File: config.mk
export PLATFORM = sky130hd
export DESIGN_NAME = datapath_unit
export DESIGN_NICKNAME = d
export VERILOG_FILES = /design/src/rtl/datapath_unit.sv
export SDC_FILE = /design/constraint.sdc
export NUM_CORES = 2
export LEC_CHECK = 0
export CORE_UTILIZATION = 40
export DETAILED_ROUTE_END_ITERATION = 10
export GPL_TIMING_DRIVEN = 0
export PLACE_DENSITY_LB_ADDON = 0.3
export REMOVE_ABC_BUFFERS = 1
export SETUP_SLACK_MARGIN = 0.05
export SLEW_MARGIN = 10
export SYNTH_ARGS = -nofsm -noshare
export SYNTH_HDL_FRONTEND = slang
export SYNTH_SLANG_ARGS = --single-unit
File: constraint.sdc
create_clock -name Clock -period 19.5 [get_ports Clock]
set_clock_uncertainty 0.1 [all_clocks]
set_input_delay 1.95 -clock Clock [delete_from_list [all_inputs] [get_ports Clock]]
set_output_delay 1.95 -clock Clock [all_outputs]
set_load 0.1 [all_outputs]
File: src/rtl/datapath_unit.sv
// CPU datapath: PC, IR, 16x16 register file, ALU and 256x16 synchronous data memory.
// Executes the control unit's command signals and hands IR back to it.
module datapath_unit (
  input  logic        Clock,
  input  logic        Reset,
  input  logic        PC_CLR,
  input  logic        PC_IC,
  input  logic        IR_LD,
  input  logic [7:0]  D_ADDR,
  input  logic        D_WR,
  input  logic        RF_S,
  input  logic        RF_W_EN,
  input  logic [3:0]  RF_A_ADDR,
  input  logic [3:0]  RF_B_ADDR,
  input  logic [3:0]  RF_W_ADDR,
  input  logic [3:0]  ALU_S,
  input  logic [15:0] I_DATA,
  output logic [7:0]  I_ADDR,
  output logic [15:0] IR,
  output logic [15:0] ALU_Out,
  output logic        ALU_Z,
  output logic        ALU_N
);

  localparam logic [3:0] ALU_PASS = 4'h0, ALU_ADD = 4'h1, ALU_SUB = 4'h2,
                         ALU_AND  = 4'h3, ALU_OR  = 4'h4, ALU_XOR = 4'h5,
                         ALU_NAND = 4'h6, ALU_SHL = 4'h7, ALU_SHR = 4'h8,
                         ALU_ROL  = 4'h9, ALU_ROR = 4'hA;

  logic [7:0]  pc;
  logic [15:0] rf [16];
  logic [15:0] mem [256];
  logic [15:0] d_rdata;
  logic [15:0] a_data, b_data, w_data;
  logic [3:0]  sh;
  logic [4:0]  rsh;

  assign I_ADDR = pc;
  assign a_data = rf[RF_A_ADDR];
  assign b_data = rf[RF_B_ADDR];
  assign w_data = RF_S ? d_rdata : ALU_Out;

  always_ff @(posedge Clock or posedge Reset) begin
    if (Reset)       pc <= '0;
    else if (PC_CLR) pc <= '0;
    else if (PC_IC)  pc <= pc + 8'd1;
  end

  always_ff @(posedge Clock or posedge Reset) begin
    if (Reset)      IR <= '0;
    else if (IR_LD) IR <= I_DATA;
  end

  always_ff @(posedge Clock or posedge Reset) begin
    if (Reset) begin
      for (int i = 0; i < 16; i++) rf[i] <= '0;
    end else if (RF_W_EN) begin
      rf[RF_W_ADDR] <= w_data;
    end
  end

  // Array contents survive reset; only the write is suppressed while Reset is high.
  always_ff @(posedge Clock) begin
    if (!Reset && D_WR) mem[D_ADDR] <= a_data;
  end

  // Registered read returns pre-write contents on a same-address write.
  always_ff @(posedge Clock or posedge Reset) begin
    if (Reset) d_rdata <= '0;
    else       d_rdata <= mem[D_ADDR];
  end

  assign sh  = b_data[3:0];
  assign rsh = 5'd16 - {1'b0, sh};

  always_comb begin
    ALU_Out = '0;
    case (ALU_S)
      ALU_PASS: ALU_Out = a_data;
      ALU_ADD:  ALU_Out = a_data + b_data;
      ALU_SUB:  ALU_Out = a_data - b_data;
      ALU_AND:  ALU_Out = a_data & b_data;
      ALU_OR:   ALU_Out = a_data | b_data;
      ALU_XOR:  ALU_Out = a_data ^ b_data;
      ALU_NAND: ALU_Out = ~(a_data & b_data);
      ALU_SHL:  ALU_Out = a_data << sh;
      ALU_SHR:  ALU_Out = a_data >> sh;
      // A shift by 16 yields zero, so sh = 0 degenerates to a plain pass.
      ALU_ROL:  ALU_Out = (a_data << sh) | (a_data >> rsh);
      ALU_ROR:  ALU_Out = (a_data >> sh) | (a_data << rsh);
      default:  ALU_Out = '0;
    endcase
  end

  assign ALU_Z = (ALU_Out == 16'h0000);
  assign ALU_N = ALU_Out[15];

endmodule

==> impl_metrics.env <==
export IMPL_port_buffers=89
export IMPL_cts_resized_gates=0
export IMPL_holdBufCountCts=0
export IMPL_final_period_utilization=0.6466
export IMPL_async_flop_share=0.06740
export IMPL_dr_pass1_iters=6
export IMPL_drcViolationCount=0
export IMPL_multi_input_area_sq_um=44840
export IMPL_drive_gt1_frac=0.3499
export IMPL_sequentialPowerShare=0.494
export IMPL_hold_violations=0
export IMPL_switchingPower_uw=6383
export IMPL_cp_start_kind="input pin"
export IMPL_drt_iter0_markers=10175
export IMPL_relSlewSlack=0.09236
export IMPL_rsz0062_at_grt="false"
export IMPL_dpl_worst_slack_ns=6.959
export IMPL_fin_nets=8367
export IMPL_area_growth_pct=15.61
export IMPL_critical_path_class="input pin to output port"
export IMPL_post_cts_buffers=0
export IMPL_worst_slack_ns=6.891
export IMPL_p_int_uw=17350
export IMPL_min_delay_start="IR[2]$_DFFE_PP0P_"
export IMPL_grt_antenna_before_repair=22
export IMPL_cp_end_kind="output port"
export IMPL_synth_mux_area_frac=0.2086
export IMPL_vias_per_cell=5.865
export IMPL_synth_cell_type_count=88
export IMPL_die_area_sq_um=442900
export IMPL_start_util=0.4019
export IMPL_clock_root_buffer="clkbuf_16"
export IMPL_synthFlopType="edfxtp_1"
export IMPL_fmax_mhz=79.31
export IMPL_status="finished clean"
export IMPL_yosysWarnings=0
export IMPL_vdd_drop_max_uv=89.68
export IMPL_grt_overflow=0
export IMPL_hp_class="flop to flop"
export IMPL_rows=243
export IMPL_drv_max_cap_violation_count=0
export IMPL_fp_coreArea_sq_um=438100
export IMPL_die_h_um=665.5
export IMPL_p_sw_frac=0.2690
export IMPL_dp_hpwl_um=289100
export IMPL_routedWlPerCell_um=31.83
export IMPL_cp_buffers_inverters=5
export IMPL_die_width_um=665.5
export IMPL_clock_latency_ns=1.02
export IMPL_worst_ep_required_time_ns=17.45
export IMPL_crit_chain="buf_6, buf_16, mux4_2, a22o_1, a221oi_4, buf_8, buf_16, ha_1, a21oi_1, ha_1, nor2b_1, o21ai_0, a21oi_1, o21ai_0, a21oi_1, o221a_2, o21ai_0, xor2_1, o211ai_1, or4_1, nor3_1, clkdlybuf4s50_1"
export IMPL_grt_usage=0.2067
export IMPL_synth_area_leaders="edfxtp_1 (70%), mux4_2 (19%), dfrtp_1 (4.2%), mux2_2 (1.8%), nor2_1 (0.76%)"
export IMPL_synth_top_area_share=0.6985
export IMPL_powerDensity_nw_per_um2=116.6
export IMPL_pwr_share_clk=0.341
export IMPL_setup_violations=0
export IMPL_mostFrequentLayoutCells="edfxtp_1 (4096), mux4_2 (1450), clkbuf_16 (432)"
export IMPL_gp_congestion=0.8385
export IMPL_dpl_cell_area_sq_um=189900
export IMPL_grt_pass1_wl_um=657000
export IMPL_synth_top_family_by_area="multiplexers"
export IMPL_grt_max_degree=161
export IMPL_seqCellArea_sq_um=130400
export IMPL_r2r_start="rf[112]$_DFFE_PP0P_"
export IMPL_crit_family="compound AO/OA/AOI/OAI gates"
export IMPL_slowest_stage="clkdlybuf4s50_1"
export IMPL_synth_edff_count=4096
export IMPL_mostFrequentLayoutCell="edfxtp_1"
export IMPL_cts_htree_levels=5
export IMPL_cp_max_fo=36
export IMPL_synth_top_area_cell="edfxtp_1"
export IMPL_netlist_area_sq_um=176100
export IMPL_cts_tree="yes"
export IMPL_synth_xor_area_frac=0.001442
export IMPL_cts_num_sinks=4392
export IMPL_critPathArrivalTime_ns=10.56
export IMPL_ys_ff_latch=4392
export IMPL_ios=90
export IMPL_ys_seq_area_frac=0.7406
export IMPL_drt_wl_total_um=461800
export IMPL_syn_inst=7896
export IMPL_cts_buffer_depth=4
export IMPL_synthAdderAreaFrac=0.003737
export IMPL_leakagePower_uw=0.06478
export IMPL_ant_nets=0
export IMPL_max_stage_delay_ns=1.16
export IMPL_postSynthAreaPerCell_sq_um=22.30
export IMPL_startpoint="RF_B_ADDR[0]"
export IMPL_share_comb_of_total_power=0.164
export IMPL_fin_area_sq_um=203600
export IMPL_vias=85079
export IMPL_slew_violations=0
export IMPL_worst_slew_pin_slew_ns=1.347
export IMPL_fin_tns_setup_ns=0
export IMPL_min_period_ns=12.61
export IMPL_synth_compound_area_frac=0.01445
export IMPL_fill_cells=35348
export IMPL_synth_simple_area_share=0.01879
export IMPL_cts_made_buffers=428
export IMPL_clk_pin_slew_ns=0.05
export IMPL_grt_pass1_vias=87018
==> synth_stat cells, drive strengths merged (27+ instances only) <==
| cell type | instances |
|---|---|
| nor2 | 356 |
| nand3 | 54 |
| nor2b | 52 |
| nand2 | 158 |
| mux2i | 82 |
| a31oi | 27 |
| inv | 46 |
| ha | 51 |
| clkbuf | 297 |
| o21ai | 68 |
| mux4 | 1453 |
| mux2 | 281 |
| dfrtp | 296 |
| edfxtp | 4096 |
| a21oi | 45 |
| buf | 180 |
==> sequential cells by signal, summed over array words and instances, names as in the netlist <==
name     flops
mem       4096
rf         256
IR          16
d_rdata     16
I_ADDR       8
==> worst paths after layout <==
kind                                  endpoint  slack, ns  cells past startpoint
max in group asynchronous   rf[38]$_DFFE_PP0P_      16.61                      3
min reg2reg                  IR[2]$_DFFE_PP0P_       0.40                      1
min in group asynchronous  rf[103]$_DFFE_PP0P_       1.65                      2
min                          IR[2]$_DFFE_PP0P_       0.40                      1
max reg2reg                rf[157]$_DFFE_PP0P_      12.02                     19
max                                      ALU_Z       6.89                     22
==> routing by layer <==
layer | GRT usage | wire, um | up-vias | part of all wire
met3 | 0.03650 | 35730 | 776 | 0.077
met4 | 0.06990 | 16870 | 10 | 0.037
met1 | 0.2863 | 187000 | 46381 | 0.40
li1 | - | - | 34333 | -
met5 | 0 | 74 | - | 0.00016
met2 | 0.3324 | 222100 | 3579 | 0.48
==> metrics by stage <==
step | instances | util | hold slack [ns] | power (uW)
2_1_floorplan | 7417 | - | 0.3577 | 14220
3_3_place_gp | 13386 | 0.4161 | 0.3727 | 17680
3_5_place_dp | 13715 | 0.4335 | 0.3945 | 15810
5_1_grt | 14497 | 0.4646 | 0.4283 | 24430
4_1_cts | 14493 | 0.4645 | 0.4068 | 23830
6_report | 14505 | 0.4647 | 0.4041 | 23730
==> power groups by stage <==
stage / sequential, uW / clock [uW] / combinational (uW)
2_1_floorplan: 12100 / 0 / 2120
3_3_place_gp: 12400 / 0 / 5280
3_5_place_dp: 11900 / 0 / 3900
4_1_cts: 11700 / 8220 / 3900
5_1_grt: 11700 / 8550 / 4130
6_report: 11700 / 8100 / 3900
==> cell families (layout without fill, tap and decap cells) <==
| family | after synthesis | after routing |
|---|---|---|
| buffers and inverters | 526 | 1245 |
| multiplexers | 1816 | 1816 |
| flip-flops | 4392 | 4392 |
| AO/OA/AOI/OAI | 339 | 339 |
| other | 0 | 10 |
| XOR/XNOR | 29 | 29 |
| adder cells (fa/ha/maj) | 52 | 52 |
| AND/OR/NAND/NOR | 742 | 742 |
==> area by class of cell <==
| class | count | share of cell area |
|---|---|---|
| well taps | 5880 | 0.03614 |
| flip-flops and latches | 4392 | 0.6406 |
| clock inverters | 248 | 0.01160 |
| clock buffers | 530 | 0.05520 |
| multi-input cells | 2978 | 0.2203 |
| diodes | 10 | 0.0001229 |
| repair buffers | 420 | 0.03476 |
| inverters | 47 | 0.001346 |
Power figures use the tool's default switching activity.
